$ cat src/rtl/pipe_ctrl.sv
// ---------------------------------------------------------------------------
// pipe_ctrl -- pipeline hazard / stall / flush controller
//
// Purpose:
//   Produces the per-stage hold vector for a classic 6-stage pipe
//   (PC, IF, ID, EX, MEM, WB). It handles three situations:
//     * load-use hazards (a one-cycle bubble behind a load),
//     * multi-cycle EX operations such as divide, with a watchdog timeout,
//     * exception/redirect flushes, which carry a new PC.
//   Priority within any cycle: flush request > multi-cycle handling > load-use.
//
// Parameters:
//   MC_TIMEOUT   maximum MC_WAIT cycles before the multi-cycle op is aborted
//                (legal range 2..255; the wait counter is 8 bits wide)
//
// Ports:
//   clk            in   1   rising-edge clock
//   rst            in   1   synchronous active-high reset
//   id_reg1_read   in   1   ID reads its rs operand
//   id_reg1_addr   in   5   ID rs address
//   id_reg2_read   in   1   ID reads its rt operand
//   id_reg2_addr   in   5   ID rt address
//   ex_is_load     in   1   EX instruction is a load
//   ex_wreg        in   1   EX instruction writes a register
//   ex_wd          in   5   EX destination register
//   ex_mc_start    in   1   EX starts a multi-cycle op this cycle
//   ex_mc_done     in   1   multi-cycle result valid this cycle
//   flush_req      in   1   redirect request (single-cycle pulse)
//   flush_pc       in   32  redirect target, valid with flush_req
//   stall          out  6   combinational hold vector {WB,MEM,EX,ID,IF,PC}
//   flush          out  1   registered one-cycle flush pulse
//   new_pc         out  32  registered redirect target (holds last value)
//   mc_abort       out  1   registered one-cycle multi-cycle cancel pulse
//   stall_cycles   out  32  saturating count of cycles with stall != 0
// ---------------------------------------------------------------------------
module pipe_ctrl #(
  parameter int MC_TIMEOUT = 64
) (
  input  logic        clk,
  input  logic        rst,
  input  logic        id_reg1_read,
  input  logic [4:0]  id_reg1_addr,
  input  logic        id_reg2_read,
  input  logic [4:0]  id_reg2_addr,
  input  logic        ex_is_load,
  input  logic        ex_wreg,
  input  logic [4:0]  ex_wd,
  input  logic        ex_mc_start,
  input  logic        ex_mc_done,
  input  logic        flush_req,
  input  logic [31:0] flush_pc,
  output logic [5:0]  stall,
  output logic        flush,
  output logic [31:0] new_pc,
  output logic        mc_abort,
  output logic [31:0] stall_cycles
);

  // Hold patterns. A multi-cycle op freezes everything up to and including
  // EX; a load-use bubble freezes only the front end (PC, IF, ID) so the
  // load itself keeps moving into MEM.
  localparam logic [5:0] STALL_NONE = 6'b000000;
  localparam logic [5:0] STALL_LU   = 6'b000111;
  localparam logic [5:0] STALL_MC   = 6'b001111;

  localparam logic [7:0] MC_LIMIT = 8'(MC_TIMEOUT);

  typedef enum logic [1:0] {
    RUN     = 2'd0,
    MC_WAIT = 2'd1,
    FLUSH   = 2'd2
  } state_t;

  state_t      state_reg;
  state_t      state_next;
  logic [7:0]  mc_cnt_reg;
  logic [7:0]  mc_cnt_next;

  logic        flush_next;
  logic [31:0] new_pc_next;
  logic        mc_abort_next;
  logic [31:0] stall_cycles_next;

  logic        lu;
  logic        rs_hit;
  logic        rt_hit;
  logic        mc_timeout_hit;

  // -------------------------------------------------------------------------
  // Hazard detection. Register 0 is hard-wired zero, so a load targeting it
  // can never produce a dependency.
  // -------------------------------------------------------------------------
  assign rs_hit = id_reg1_read && (id_reg1_addr == ex_wd);
  assign rt_hit = id_reg2_read && (id_reg2_addr == ex_wd);
  assign lu     = ex_is_load && ex_wreg && (ex_wd != 5'd0) && (rs_hit || rt_hit);

  assign mc_timeout_hit = (mc_cnt_reg == MC_LIMIT);

  // -------------------------------------------------------------------------
  // State register (also carries the wait counter and registered outputs).
  // -------------------------------------------------------------------------
  always_ff @(posedge clk) begin
    if (rst) begin
      state_reg    <= RUN;
      mc_cnt_reg   <= 8'd0;
      flush        <= 1'b0;
      new_pc       <= 32'd0;
      mc_abort     <= 1'b0;
      stall_cycles <= 32'd0;
    end else begin
      state_reg    <= state_next;
      mc_cnt_reg   <= mc_cnt_next;
      flush        <= flush_next;
      new_pc       <= new_pc_next;
      mc_abort     <= mc_abort_next;
      stall_cycles <= stall_cycles_next;
    end
  end

  // -------------------------------------------------------------------------
  // Next-state logic.
  // -------------------------------------------------------------------------
  always_comb begin
    state_next  = state_reg;
    mc_cnt_next = mc_cnt_reg;

    case (state_reg)
      RUN: begin
        if (flush_req) begin
          state_next  = FLUSH;
          mc_cnt_next = 8'd0;
        end else if (ex_mc_start && !ex_mc_done) begin
          // The start cycle itself is the first stalled cycle, so the
          // counter enters MC_WAIT already at 1.
          state_next  = MC_WAIT;
          mc_cnt_next = 8'd1;
        end
      end

      MC_WAIT: begin
        if (flush_req) begin
          state_next  = FLUSH;
          mc_cnt_next = 8'd0;
        end else if (ex_mc_done) begin
          state_next  = RUN;
          mc_cnt_next = 8'd0;
        end else if (mc_timeout_hit) begin
          state_next  = RUN;
          mc_cnt_next = 8'd0;
        end else begin
          mc_cnt_next = mc_cnt_reg + 8'd1;
        end
      end

      FLUSH: begin
        // A fresh redirect arriving during the flush cycle simply extends
        // the flush with the newer target.
        if (flush_req) begin
          state_next = FLUSH;
        end else begin
          state_next = RUN;
        end
        mc_cnt_next = 8'd0;
      end

      default: begin
        state_next  = RUN;
        mc_cnt_next = 8'd0;
      end
    endcase
  end

  // -------------------------------------------------------------------------
  // Output logic: the combinational hold vector plus the next values of the
  // registered pulse/PC/counter outputs.
  // -------------------------------------------------------------------------
  always_comb begin
    stall             = STALL_NONE;
    flush_next        = 1'b0;
    mc_abort_next     = 1'b0;
    new_pc_next       = new_pc;
    stall_cycles_next = stall_cycles;

    case (state_reg)
      RUN: begin
        if (flush_req) begin
          flush_next  = 1'b1;
          new_pc_next = flush_pc;
        end else if (ex_mc_start) begin
          // A start that completes in the same cycle needs no hold, and it
          // still outranks any load-use hazard seen in that cycle.
          if (!ex_mc_done) begin
            stall = STALL_MC;
          end
        end else if (lu) begin
          stall = STALL_LU;
        end
      end

      MC_WAIT: begin
        if (flush_req) begin
          flush_next    = 1'b1;
          mc_abort_next = 1'b1;
          new_pc_next   = flush_pc;
        end else if (ex_mc_done) begin
          stall = STALL_NONE;
        end else if (mc_timeout_hit) begin
          // Release the pipe on the timeout cycle; the abort pulse tells EX
          // to discard the unfinished operation.
          mc_abort_next = 1'b1;
        end else begin
          stall = STALL_MC;
        end
      end

      FLUSH: begin
        if (flush_req) begin
          flush_next  = 1'b1;
          new_pc_next = flush_pc;
        end
      end

      default: begin
        stall = STALL_NONE;
      end
    endcase

    // Reset wins over everything for the hold vector as well.
    if (rst) begin
      stall = STALL_NONE;
    end

    if ((stall != STALL_NONE) && (stall_cycles != 32'hFFFF_FFFF)) begin
      stall_cycles_next = stall_cycles + 32'd1;
    end
  end

endmodule

$ cat config.mk
export PLATFORM = sky130hd
export DESIGN_NAME = pipe_ctrl
export DESIGN_NICKNAME = d
export VERILOG_FILES = /design/src/rtl/pipe_ctrl.sv
export SDC_FILE = /design/constraint.sdc
export NUM_CORES = 1
export LEC_CHECK = 0
export BUFFER_PORTS_ARGS = -buffer_cell sky130_fd_sc_hd__buf_2
export CAP_MARGIN = 20
export CORE_UTILIZATION = 53
export DETAILED_ROUTE_END_ITERATION = 16
export PLACE_DENSITY = 0.85
export SLEW_MARGIN = 20
export SYNTH_ARGS = -nofsm -noshare
export SYNTH_HDL_FRONTEND = slang
export SYNTH_SLANG_ARGS = --single-unit
$ cat constraint.sdc
create_clock -name clk -period 6.8 [get_ports clk]
set_input_delay 0.68 -clock clk [delete_from_list [all_inputs] [get_ports clk]]
set_output_delay 0.68 -clock clk [all_outputs]
set_load 0.05 [all_outputs]
==> impl_results.md, run 1 <==
- Netlist cell types: 47
- Max-cap violation count: 0
- DR WL/cell: 13.26 um
- Internal power: 0.6636 mW
- Reg2reg path depth: 8
- Crit. End Element: output port
- Ys async rst share: 0%
- Worst vdd ir: 0.1424 mV
- Fin crit period: 3.614 ns
- Postcts setup bufs: 0
- Max FO, Critical Path: 39
- Synth top cells by count: 84 x nand2_1, 76 x dfxtp_1, 44 x a21oi_1
- Iter 0 DRT Violations: 142
- Cts repair resizes: 0
- Area delta synth->final: 23.33%
- Switch share: 28.53%
- Area fraction in and, or, nand and nor cells after synthesis: 29.16%
- Count leader, synth: nand2_1
- Final Skew: 0.007170 ns
- Final setup vio count: 0
- Lkg Pwr: 1.899 nW
- Routed vias: 3338
- CTS tree: done
- Worst hold path depth: 2
- Core Footprint: 6350 sq um
- Initial antenna violation count: 0
- Via density: 5.410
- Slew Viols, Final: 0
- Part of the Yosys area used for sequential elements: 43.51%
- Post-Route Utilization: 67.92%
- Synth Area in Adders: 2.147%
- Largest cells by area after synthesis: dfxtp_1 44%, nand2_1 9.0%, xnor2_1 6.5%
- RSZ-0062 raised after global routing: no
- Fillers: 512
- Root Buffer: clkbuf_8
- Post-layout nets: 597
- Number of global-route vias before repair: 3119
- Gr ovfl total: 0
- Switching power: 0.2649 mW
- Final hold viol count: 0
- Mapped cell area: 3497 sq um
- Area of the multi-input gates: 1839 sq um
- Share of the synthesized area in the top cell type: 43.51%
- FF/Latch Area: 1521 sq um
- Largest area contributor in the netlist: dfxtp_1
- Yosys Warn Count: 0
- Pre-antenna DRT Iters: 4
- Antenna Nets Post-Route: 0
- Pin count of the biggest net entering global routing: 40
- TNS Setup: 0 ns
- Longest Clk Path Bufs: 2
- Pwr dens: 215.3 nW/um^2
- Critical path type: in -> out
- Rows: 29
- Placed insts: 601
- Clock power frac: 37.1%
- Total CTS buffers: 9
- Synth Area in Compound Gates: 10.09%
- Final worst-path cycle share: 53.15%
- Clock net sink count: 76
- Htree depth: 3
- Die width: 83.23 um
- Status: completed
- Critical path launch point type: input port
- CTS Hold Bufs: 0
- Crit path arrival time: 2.93 ns
- Routed WL: 8184 um
- Initial Utilization: 55.07%
- First-pass GRT wire length: 13770 um
- Share of layout cells above drive strength 1: 29.26%
- Mux contribution to synthesized area: 0.9302%
- Num ports: 128
- Synth Flop Type: dfxtp_1
- Post-DP HPWL: 5831 um
- CP required: 6.12 ns
- Die height: 83.23 um
- Sequential Power Share: 49.9%
- Inserted Diodes: 0
- Final non-filler cell total: 617
- Clock latency on the worst-skew pair: 0.35 ns
- Slew of the pin with the lowest slew margin: 0.6843 ns
- HP Class: reg -> reg
- Routability Congestion: 0.7981
- PortBufs: 125
- Cells after Synth: 423
- Seq cells post-synth: 76
- Post-synth EDFFs: 0
- XOR/XNOR Fraction of Synth Area: 9.767%
- F_max: 276.7 MHz
- Total Die Area: 6927 sq um
- Largest family of logic cells by synthesized area: simple AND/OR/NAND/NOR gates
- GR Util All Layers: 24.36%
- Worst-path clk slew: 0.08 ns
- Combinational share of power: 13.1%
- Syn avg cell area: 8.267 sq um
- Slew Limit Headroom: 54.28%
- # DRC: 0
## layout by cell type (no fill, tap or decap), types with 2 or more instances in the layout
cell,instances
a21oi_1,44
and3_1,8
and3_4,3
and4_1,3
and4_4,2
buf_2,125
clkbuf_8,9
clkinv_4,2
clkinvlp_4,2
conb_1,2
dfxtp_1,76
ha_1,6
inv_1,5
nand2_1,84
nand2b_1,2
nand3_1,15
nand4_1,9
nor2_1,41
nor2b_1,3
nor3_1,11
nor3b_1,3
nor4_1,6
o21ai_0,3
o31ai_1,4
or3_1,2
or4_1,6
xnor2_1,26
xor2_1,13
## cells by family (layout without fill, tap and decap cells)
logic type                 Yosys count  in the layout
and+or+nand+nor                    207            207
DFF                                 76             76
AOI/OAI and AO/OA                   59             59
xor gates and xnor gates            39             39
buffers and inverters               32            148
adders and majority gates            6              6
muxes                                3              3
other                                1              2
## metrics by stage
stage                     hold WS [ns]  setup WS (ns)  area [sq um]  total power [mW]
after CTS                       0.4557          3.213          4310            0.9376
after global placement          0.4398          3.249          4105            0.5918
final                           0.4540          3.186          4313            0.9285
after detailed placement        0.4437          3.216          4110            0.5950
after global routing            0.4791          2.989          4313            0.9683
after floorplan                 0.4486          3.457          3501            0.5588
## layer usage
layer,track usage (%),vias to the layer above,routed length [um]
met5,0,-,0
met4,8.464,0,178
met3,7.654,19,490
met2,43.74,106,4187
met1,26.97,1557,3328
li1,-,1656,-
## worst max-delay path, cell delays in order
cell,delay [ns]
buf_2,0.50
buf_4,0.48
nor4bb_1,0.11
nand2_1,0.09
a21oi_1,0.06
a21oi_4,0.53
inv_2,0.19
buf_2,0.26
## path summary, 6_finish.rpt
| check | start | slack (ns) | end |
|---|---|---|---|
| worst max register to register | state_reg[0] | 4.06 | stall_cycles[23] |
| worst max-delay path | rst | 3.19 | stall[2] |
| worst min register to register | new_pc[9] | 0.45 | new_pc[9] |
| worst min-delay path | new_pc[9] | 0.45 | new_pc[9] |
## final cells by class
cell class              count  area share (%)
multi-input cells         316           42.65
clock inverters             7           1.770
inverters                   6          0.5222
repair buffers            126           14.68
well taps                  77           2.234
clock buffers               9           2.872
flip-flops and latches     76           35.28
## power by group through the flow
stage | clock [mW] | combinational (mW) | sequential, mW
CTS | 0.353 | 0.122 | 0.463
global placement | 0 | 0.119 | 0.473
floorplan | 0 | 0.0467 | 0.512
detailed placement | 0 | 0.121 | 0.474
finish | 0.344 | 0.121 | 0.463
global route | 0.373 | 0.131 | 0.465
(Power assumes the default switching activity.)
==> inputs of run 2 (changes only) <==
--- a/config.mk
+++ b/config.mk
@@ -7,9 +7,9 @@
 export LEC_CHECK = 0
 export BUFFER_PORTS_ARGS = -buffer_cell sky130_fd_sc_hd__buf_2
 export CAP_MARGIN = 20
-export CORE_UTILIZATION = 53
+export CORE_UTILIZATION = 49
 export DETAILED_ROUTE_END_ITERATION = 16
-export PLACE_DENSITY = 0.85
+export PLACE_DENSITY = 0.79
 export SLEW_MARGIN = 20
 export SYNTH_ARGS = -nofsm -noshare
 export SYNTH_HDL_FRONTEND = slang
==> constraint.sdc (replaced) <==
create_clock -name clk -period 3.41 [get_ports clk]
set_input_delay 0.341 -clock clk [delete_from_list [all_inputs] [get_ports clk]]
set_output_delay 0.341 -clock clk [all_outputs]
set_load 0.05 [all_outputs]
==> impl_results.md, run 2 (same netlist as run 1, synthesis figures left out) <==
- F_max: 338.8 MHz
- Routed vias: 3286 (-1.6%)
- FF/Latch Area: 1521 sq um (unchanged)
- Inserted Diodes: 0 (unchanged)
- DR WL/cell: 12.86 um (-3.0%)
- Slew Limit Headroom: 49.86% (-4.4 points)
- Root Buffer: clkbuf_8
- CTS Hold Bufs: 0 (unchanged)
- RR Endpoint: stall_cycles[23]
- Via density: 5.159 (-4.6%)
- # DRC: 0 (unchanged)
- Final setup vio count: 0 (unchanged)
- Die width: 86.48 um (+3.9%)
- Most frequent cells in the layout: 125 x buf_2, 84 x nand2_1, 76 x dfxtp_1
- Area of the multi-input gates: 1834 sq um (-0.27%)
- Slew Viols, Final: 0 (unchanged)
- Total CTS buffers: 9 (unchanged)
- Share of layout cells above drive strength 1: 29.21% (-0.054 points)
- Initial Utilization: 51.19% (-3.9 points)
- Postcts setup bufs: 0 (unchanged)
- Total Die Area: 7479 sq um (+8.0%)
- GR Util All Layers: 21.78% (-2.6 points)
- Pre-antenna DRT Iters: 4 (unchanged)
- Longest Clk Path Bufs: 2 (unchanged)
- Cts repair resizes: 0 (unchanged)
- Final worst-path cycle share: 86.57%
- Post-layout nets: 598 (+0.17%)
- Iter 0 DRT Violations: 136 (-4.2%)
- Clock net sink count: 76 (unchanged)
- Fin crit period: 2.952 ns
- Worst reg2reg path startpoint: state_reg[0]
- Gr ovfl total: 0 (unchanged)
- Worst hold path depth: 3 (+1)
- CTS tree: done
- Die height: 86.48 um (+3.9%)
- Hold WS: 0.2207 ns (-0.2333 ns)
- Slew of the pin with the lowest slew margin: 0.7520 ns (+0.06770 ns)
- Crit. End Element: output port
- Worst-path clk slew: 0.08 ns (about the same)
- Critical path launch point type: flop
- Max FO, Critical Path: 24 (-38%)
- Pwr dens: 408.9 nW/um^2 (+90%)
- Htree depth: 3 (unchanged)
- Number of global-route vias before repair: 2882 (-7.6%)
- Worst vdd ir: 0.2896 mV (+100%)
- Fillers: 634 (+24%)
- Area delta synth->final: 23.11%
- Total power: 1.761 mW (+90%)
- Final Skew: 0.01313 ns (+0.005957 ns)
- Status: completed
- Hold Crit Start: flush_pc[6]
- TNS Setup: 0 ns (unchanged)
- Crit path arrival time: 2.61 ns (-0.32 ns)
- Hold endpoint: new_pc[6]
- RSZ-0062 raised after global routing: no
- Lkg Pwr: 1.886 nW (-0.69%)
- Reg2reg path depth: 8 (unchanged)
- Rows: 30 (+3.4%)
- Post-Route Utilization: 63.02% (-4.9 points)
- Initial antenna violation count: 0 (unchanged)
- CP required: 3.07 ns (-3.05 ns)
- Num ports: 128 (unchanged)
- Post-DP HPWL: 5876 um (+0.76%)
- Routability Congestion: 0.7921 (-0.75%)
- Pin count of the biggest net entering global routing: 74 (+85%)
- Clock latency on the worst-skew pair: 0.35 ns (about the same)
- Core Footprint: 6832 sq um (+7.6%)
- Max-cap violation count: 0 (unchanged)
- Antenna Nets Post-Route: 0 (unchanged)
- Routed WL: 8195 um (+0.13%)
- PortBufs: 125 (unchanged)
- First-pass GRT wire length: 13030 um (-5.3%)
- Critical path type: reg -> out
- R2R Setup Slk: 0.60 ns (-3.46 ns)
- Commonest non-fill, non-tap cell in the layout: buf_2
- Final hold viol count: 0 (unchanged)
- HP Class: in -> reg
==> run 2: cell types whose count changed in the layout (fill, tap and decap cells not counted) <==
cell and change:
buf_4 +1, bufinv_16 -1, nor2b_4 -1, nor2b_2 +1, clkinv_4 -2, clkbuf_1 +1
clkinv_2 +2
==> run 2: worst max-delay path: stages (launching register included) <==
cell and delay (ns):
dfxtp_1 0.36, or3_1 0.39, o41ai_2 0.39, a211oi_2 0.17
a21oi_4 0.50, inv_2 0.19, buf_2 0.26
==> run 2: cell type report <==
cell class                 count  share of cell area, %
clock buffer                  10                  2.964
clock inverter                 6                 0.9009
inverter                       6                 0.5231
multi-input combinational    316                  42.60
sequential                    76                  35.34
tap                           96                  2.790
timing repair buffer         127                  14.88
==> run 2: through the flow <==
stage	setup WS, ns	instances	cell area, sq um
floorplan	0.5020	424	3501
global placement	0.7906	621	4136
detailed placement	0.5797	621	4139
CTS	0.4670	637	4305
global route	0.2604	637	4305
finish	0.4581	637	4305
==> run 2: power breakdown <==
part	switching [mW]	total, mW	leakage [nW]	internal [mW]
registers	0.0120	0.923	0.619	0.911
logic	0.171	0.242	1.18	0.0715
clock network	0.333	0.595	0.0824	0.263
==> run 2: worst max-delay path by stage <==
stage             startpoint                to  cells after the start
4_1_cts        mc_cnt_reg[2]          stall[1]                      6
5_1_grt        mc_cnt_reg[2]          stall[0]                      6
2_1_floorplan   state_reg[1]  stall_cycles[23]                      9
3_3_place_gp    state_reg[0]  stall_cycles[23]                      8
6_report       mc_cnt_reg[2]          stall[1]                      6
3_5_place_dp    state_reg[0]  stall_cycles[23]                      8
==> run 2: layer usage <==
layer	global-route usage, %	share of wire [%]
met1	26.70	43
met2	36.94	50
met3	4.762	5.7
met4	9.242	1.9
met5	0	0
